**src/rtl/wrp_din_pgen.sv**
```systemverilog
// Single-lane AXI4-Stream test-pattern source: ramp, constant, LFSR or impulse
// frames of packed cint16 pairs, with run control, frame and stall counters.
module wrp_din_pgen #(
    parameter int         FRAME_BEATS = 32768,
    parameter logic [3:0] LANE_ID     = 4'd0
) (
    input  logic        dat_clk,
    input  logic        dat_resetn,
    input  logic        start,
    input  logic        stop,
    input  logic [1:0]  cfg_mode,
    input  logic [15:0] cfg_nframes,
    input  logic [31:0] cfg_const,
    output logic        o_axi_tvld,
    input  logic        o_axi_trdy,
    output logic [63:0] o_axi_tdat,
    output logic        busy,
    output logic        frame_done,
    output logic [15:0] frame_cnt,
    output logic [31:0] stall_cnt
);

    localparam int              BW   = (FRAME_BEATS > 2) ? $clog2(FRAME_BEATS) : 1;
    localparam logic [BW-1:0]   LAST = BW'(FRAME_BEATS - 1);
    localparam logic [31:0]     SEED = 32'hACE1_0000 | {28'd0, LANE_ID};

    typedef enum logic [1:0] {IDLE, RUN, DRAIN} state_e;

    state_e        state_q;
    logic          tvld_q;
    logic [63:0]   tdat_q;
    logic          busy_q;
    logic          fd_q;
    logic [15:0]   frame_cnt_q;
    logic [31:0]   stall_q;
    logic [BW-1:0] beat_q;
    logic [31:0]   lfsr_q;
    logic [1:0]    mode_q;
    logic [15:0]   nfr_q;
    logic [31:0]   const_q;

    logic          accept_d;
    logic          last_d;
    logic          end_run_d;
    logic [BW-1:0] beat_d;
    logic [31:0]   lfsr_d;
    logic [15:0]   frame_inc_d;

    // Fibonacci LFSR, taps 32,22,2,1, shifting left with feedback into bit 0.
    function automatic logic [31:0] lfsr_step(input logic [31:0] l);
        return {l[30:0], l[31] ^ l[21] ^ l[1] ^ l[0]};
    endfunction

    function automatic logic [63:0] beat_data(input logic [1:0]    mode,
                                              input logic [BW-1:0] b,
                                              input logic [31:0]   l,
                                              input logic [31:0]   c);
        logic [14:0] b15;
        logic [63:0] d;
        b15 = 15'(b);
        d   = 64'd0;
        case (mode)
            2'd0:    d = {12'd0, LANE_ID, b15, 1'b1, 12'd0, LANE_ID, b15, 1'b0};
            2'd1:    d = {c, c};
            2'd2:    d = {l, ~l};
            default: d = (b == '0) ? 64'h0000_0000_0000_7FFF : 64'd0;
        endcase
        return d;
    endfunction

    always_comb begin
        accept_d    = tvld_q & o_axi_trdy;
        last_d      = (beat_q == LAST);
        beat_d      = last_d ? '0 : beat_q + BW'(1);
        lfsr_d      = lfsr_step(lfsr_q);
        frame_inc_d = frame_cnt_q + 16'd1;
        // A stop arriving on the last beat's acceptance edge closes the run there.
        end_run_d   = (state_q == DRAIN) || stop ||
                      ((nfr_q != 16'd0) && (frame_inc_d == nfr_q));
    end

    always_ff @(posedge dat_clk or negedge dat_resetn) begin
        if (!dat_resetn) begin
            state_q     <= IDLE;
            tvld_q      <= 1'b0;
            tdat_q      <= 64'd0;
            busy_q      <= 1'b0;
            fd_q        <= 1'b0;
            frame_cnt_q <= 16'd0;
            stall_q     <= 32'd0;
            beat_q      <= '0;
            lfsr_q      <= 32'd0;
            mode_q      <= 2'd0;
            nfr_q       <= 16'd0;
            const_q     <= 32'd0;
        end else begin
            fd_q <= 1'b0;
            if (tvld_q && !o_axi_trdy && (stall_q != 32'hFFFF_FFFF))
                stall_q <= stall_q + 32'd1;

            case (state_q)
                IDLE: begin
                    if (start && !stop) begin
                        mode_q      <= cfg_mode;
                        nfr_q       <= cfg_nframes;
                        const_q     <= cfg_const;
                        beat_q      <= '0;
                        frame_cnt_q <= 16'd0;
                        stall_q     <= 32'd0;
                        lfsr_q      <= SEED;
                        tdat_q      <= beat_data(cfg_mode, '0, SEED, cfg_const);
                        tvld_q      <= 1'b1;
                        busy_q      <= 1'b1;
                        state_q     <= RUN;
                    end
                end
                default: begin
                    if (accept_d) begin
                        beat_q <= beat_d;
                        lfsr_q <= lfsr_d;
                        tdat_q <= beat_data(mode_q, beat_d, lfsr_d, const_q);
                        if (last_d) begin
                            frame_cnt_q <= frame_inc_d;
                            fd_q        <= 1'b1;
                        end
                    end
                    if (accept_d && last_d && end_run_d) begin
                        tvld_q  <= 1'b0;
                        busy_q  <= 1'b0;
                        state_q <= IDLE;
                    end else if (state_q == RUN && stop) begin
                        state_q <= DRAIN;
                    end
                end
            endcase
        end
    end

    assign o_axi_tvld = tvld_q;
    assign o_axi_tdat = tdat_q;
    assign busy       = busy_q;
    assign frame_done = fd_q;
    assign frame_cnt  = frame_cnt_q;
    assign stall_cnt  = stall_q;

endmodule

```
**config.mk**
```make
export PLATFORM = sky130hd
export DESIGN_NAME = wrp_din_pgen
export DESIGN_NICKNAME = d
export VERILOG_FILES = /design/src/rtl/wrp_din_pgen.sv
export SDC_FILE = /design/constraint.sdc
export NUM_CORES = 1
export LEC_CHECK = 0
export ABC_AREA = 1
export CORE_MARGIN = 3
export CORE_UTILIZATION = 55
export DETAILED_ROUTE_END_ITERATION = 6
export HOLD_SLACK_MARGIN = 0.02
export PLACE_DENSITY_LB_ADDON = 0.08
export SLEW_MARGIN = 20
export SYNTH_ARGS = -nofsm -noshare
export SYNTH_HDL_FRONTEND = slang
export SYNTH_SLANG_ARGS = --single-unit
```
**constraint.sdc**
```tcl
create_clock -name dat_clk -period 2.5 [get_ports dat_clk]
set_input_delay 0.5 -clock dat_clk [delete_from_list [all_inputs] [get_ports dat_clk]]
set_output_delay 0.5 -clock dat_clk [all_outputs]
set_load 0.05 [all_outputs]
```
==> flow_summary.json <==
{
  "vias": 10580,
  "vdd_drop_max_v": 0.0008643,
  "synth_seq_cells": 213,
  "pwr-share-seq_pct": 33.2,
  "avgViaCountPerCell": 5.549,
  "cts_hold_buf": 1,
  "crit_arrival_ns": 1.84,
  "antenna_found_initial": 0,
  "cts_buffers": 23,
  "worst_pin_slew_ns": 0.7731,
  "fin_crit_sh_pct": 93.41,
  "first_pass_iters": 7,
  "finalHoldViolCount": 0,
  "cts_root_buf": "clkbuf_16",
  "worstHoldEndpoint": "o_axi_tdat[22]",
  "period_minus_slack_ns": 2.335,
  "p_sw_mw": 7.834,
  "pin_count": 170,
  "drc": 0,
  "end_kind": "primary output",
  "cts_buffer_depth": 3,
  "start_util_pct": 57.11,
  "multi_input_area_mm2": 0.005134,
  "cts_setup_buffers": 0,
  "cts_resized": 0,
  "synth_xor_area_share_pct": 2.971,
  "hpwl_um": 23190,
  "portBuffers": 169,
  "power.density_mw_per_mm2": 1213,
  "crit_family": "buffers and inverters",
  "status": "finished clean",
  "timing.reg2reg.setup_slack_ns": 0.28,
  "rows": 51,
  "die_h_um": 149.8,
  "rr_worst_depth": 16,
  "crit_path_max_incr_delay_ns": 0.85,
  "setup_viol_count_final": 0,
  "synth_top_family_by_area": "simple AND/OR/NAND/NOR gates",
  "ys_types": 48,
  "total_power_mw": 17.27,
  "yosysTopAreaCell": "dfrtp_1",
  "p_leak_nw": 6.485,
  "regToRegStartpoint": "frame_cnt[0]",
  "wl_um": 32700,
  "fin_setup_tns_ns": 0,
  "fin_skew_ns": 0.01413,
  "gr-total-overflow": 0,
  "grt_first_pass_wirelength_um": 53730,
  "path_cells": "clkdlybuf4s50_1",
  "cts.sinks": 213,
  "synth_simple_gate_area_share_pct": 27.24,
  "cp_slowest_cell": "clkdlybuf4s50_1",
  "gr-usage-all-layers_pct": 29.62,
  "utilization_pct": 71.52,
  "path_clk_slew_ns": 0.06,
  "cts_tree": "yes",
  "swShare_pct": 45.36,
  "max_freq_mhz": 428.2,
  "synth_top_area_share_pct": 46.88,
  "slew_viol_final": 0,
  "ys_seq_area_share_pct": 46.88,
  "place_congestion": 0.9621,
  "cell_internal_pwr_mw": 9.436,
  "worst_slack_ns": 0.1647,
  "drv_cap": 0,
  "synth_nets": 1514,
  "required_ns": 2.00,
  "fillers": 1654,
  "relSlewSlack_pct": 48.41,
  "synth_area_mm2": 0.01137,
  "r2r-end": "state_q[0]",
  "place_ws_ns": 0.1056,
  "syn_to_final_growth_pct": 25.24,
  "min_from": "o_axi_tdat[22]",
  "diodes": 0,
  "critPathMaxFanout": 5,
  "drive_above_1_share_pct": 9.866,
  "core-area_mm2": 0.01991,
  "synth.area.mux_share_pct": 0,
  "die-area_mm2": 0.02243,
  "synthCells": 1456,
  "cts_htree_levels": 1,
  "clkLatencyLatePin_ns": 0.52,
  "crit_type": "register to primary output",
  "fin_nets": 1685,
  "die_x_um": 149.8,
  "drtAntennaViolNets": 0,
  "synth-compound-area-share_pct": 14.55,
  "hold_path.class": "register to register",
  "holdPathStages": 2,
  "drtIter0Drc": 664,
  "grt_max_degree": 80,
  "synthAdderAreaFrac_pct": 0.3301,
  "cp-start-kind": "register",
  "comb_power_share_pct": 47.3,
  "ys_warn_count": 0,
  "cp.buffers_inverters": 1,
  "grt_pass1_vias": 10570,
  "pwr-share-clk_pct": 19.5,
  "wire_per_inst_um": 17.15,
  "rsz0062_at_grt": "no",
  "avgSynthCellArea_um2": 7.809,
  "seq_area_mm2": 0.005330,
  "synth.area.top_cells": "dfrtp_1 47%, nand2_1 12%, nor2_1 5.8%"
}
## final cells by class
cell class	instances	area share [%]
clock buffers	34	4.754
clock inverters	6	0.4569
inverters	166	4.402
multi-input cells	1017	36.05
flip-flops and latches	213	37.43
well taps	265	2.328
repair buffers	206	14.58
## layer usage
metal / wire (µm) / global-route usage (%)
met1: 14240 / 42.33
met2: 15010 / 47.04
met3: 2571 / 4.210
met4: 874 / 9.561
met5: 0 / 0
## sequential cells by signal, indices dropped and copies added (netlist names)
register / flops
lfsr_q: 32
nfr_q: 16
o_axi_tdat: 64
state_q: 2
frame_cnt: 16
beat_q: 15
const_q: 32
mode_q: 2
busy: 1
stall_cnt: 32
frame_done: 1
## Yosys cell counts, drive strengths merged
| library cell | n |
|---|---|
| a211oi | 18 |
| a21oi | 60 |
| a22oi | 2 |
| a311oi | 1 |
| a31oi | 19 |
| and3 | 1 |
| buf | 24 |
| clkbuf | 36 |
| clkinv | 2 |
| dfrtp | 213 |
| ha | 3 |
| inv | 164 |
| nand2 | 362 |
| nand3 | 76 |
| nand3b | 1 |
| nand4 | 28 |
| nor2 | 198 |
| nor3 | 28 |
| nor3b | 3 |
| nor4 | 5 |
| o211ai | 8 |
| o21a | 1 |
| o21ai | 113 |
| o221ai | 8 |
| o22a | 1 |
| o22ai | 31 |
| o31ai | 10 |
| or2 | 3 |
| xnor2 | 13 |
| xnor3 | 1 |
| xor2 | 23 |
## logic make-up (layout without fill, tap and decap cells)
group,Yosys count,in the layout
xor gates and xnor gates,37,37
AOI/OAI and AO/OA,272,272
buffers and inverters,226,412
DFF,213,213
adders and majority gates,3,3
and+or+nand+nor,705,705
## power by group through the flow
stage | clock network, mW | registers (mW) | logic, mW
floorplan | 0 | 7.94 | 3.15
global placement | 0 | 5.75 | 7.99
detailed placement | 0 | 5.75 | 8.14
CTS | 3.41 | 5.73 | 8.18
global route | 3.54 | 5.89 | 8.85
finish | 3.36 | 5.74 | 8.17
## cell usage in the layout, fill, tap and decap left out, types with 17 or more instances in the layout
cell type,instances
buf_4,28
nor2_1,175
nand3_1,67
o21ai_0,103
clkbuf_16,23
nand4_1,27
a31oi_1,19
nor3_1,23
o22ai_1,31
inv_1,150
nor2_2,17
xor2_1,23
clkdlybuf4s50_1,168
dfrtp_1,213
a21oi_1,60
nand2_1,348
## per-stage QoR
| step | instances | hold WS, ns | cell area (µm²) |
|---|---|---|---|
| 6_report | 1907 | 0.4902 | 14240 |
| 5_1_grt | 1907 | 0.5004 | 14240 |
| 4_1_cts | 1907 | 0.4896 | 14240 |
| 3_5_place_dp | 1866 | 0.4651 | 13490 |
| 3_3_place_gp | 1866 | 0.4653 | 13490 |
| 2_1_floorplan | 1456 | 0.2044 | 11370 |
## how the worst max path moves through the flow
stage | end | cells after the start | from
2_1_floorplan | busy | 16 | frame_cnt[0]
3_3_place_gp | o_axi_tdat[13] | 11 | stop
3_5_place_dp | o_axi_tdat[13] | 11 | stop
4_1_cts | frame_cnt[12] | 1 | frame_cnt[12]
5_1_grt | busy | 16 | frame_cnt[0]
6_report | frame_cnt[12] | 1 | frame_cnt[12]
(Power assumes the default switching activity.)
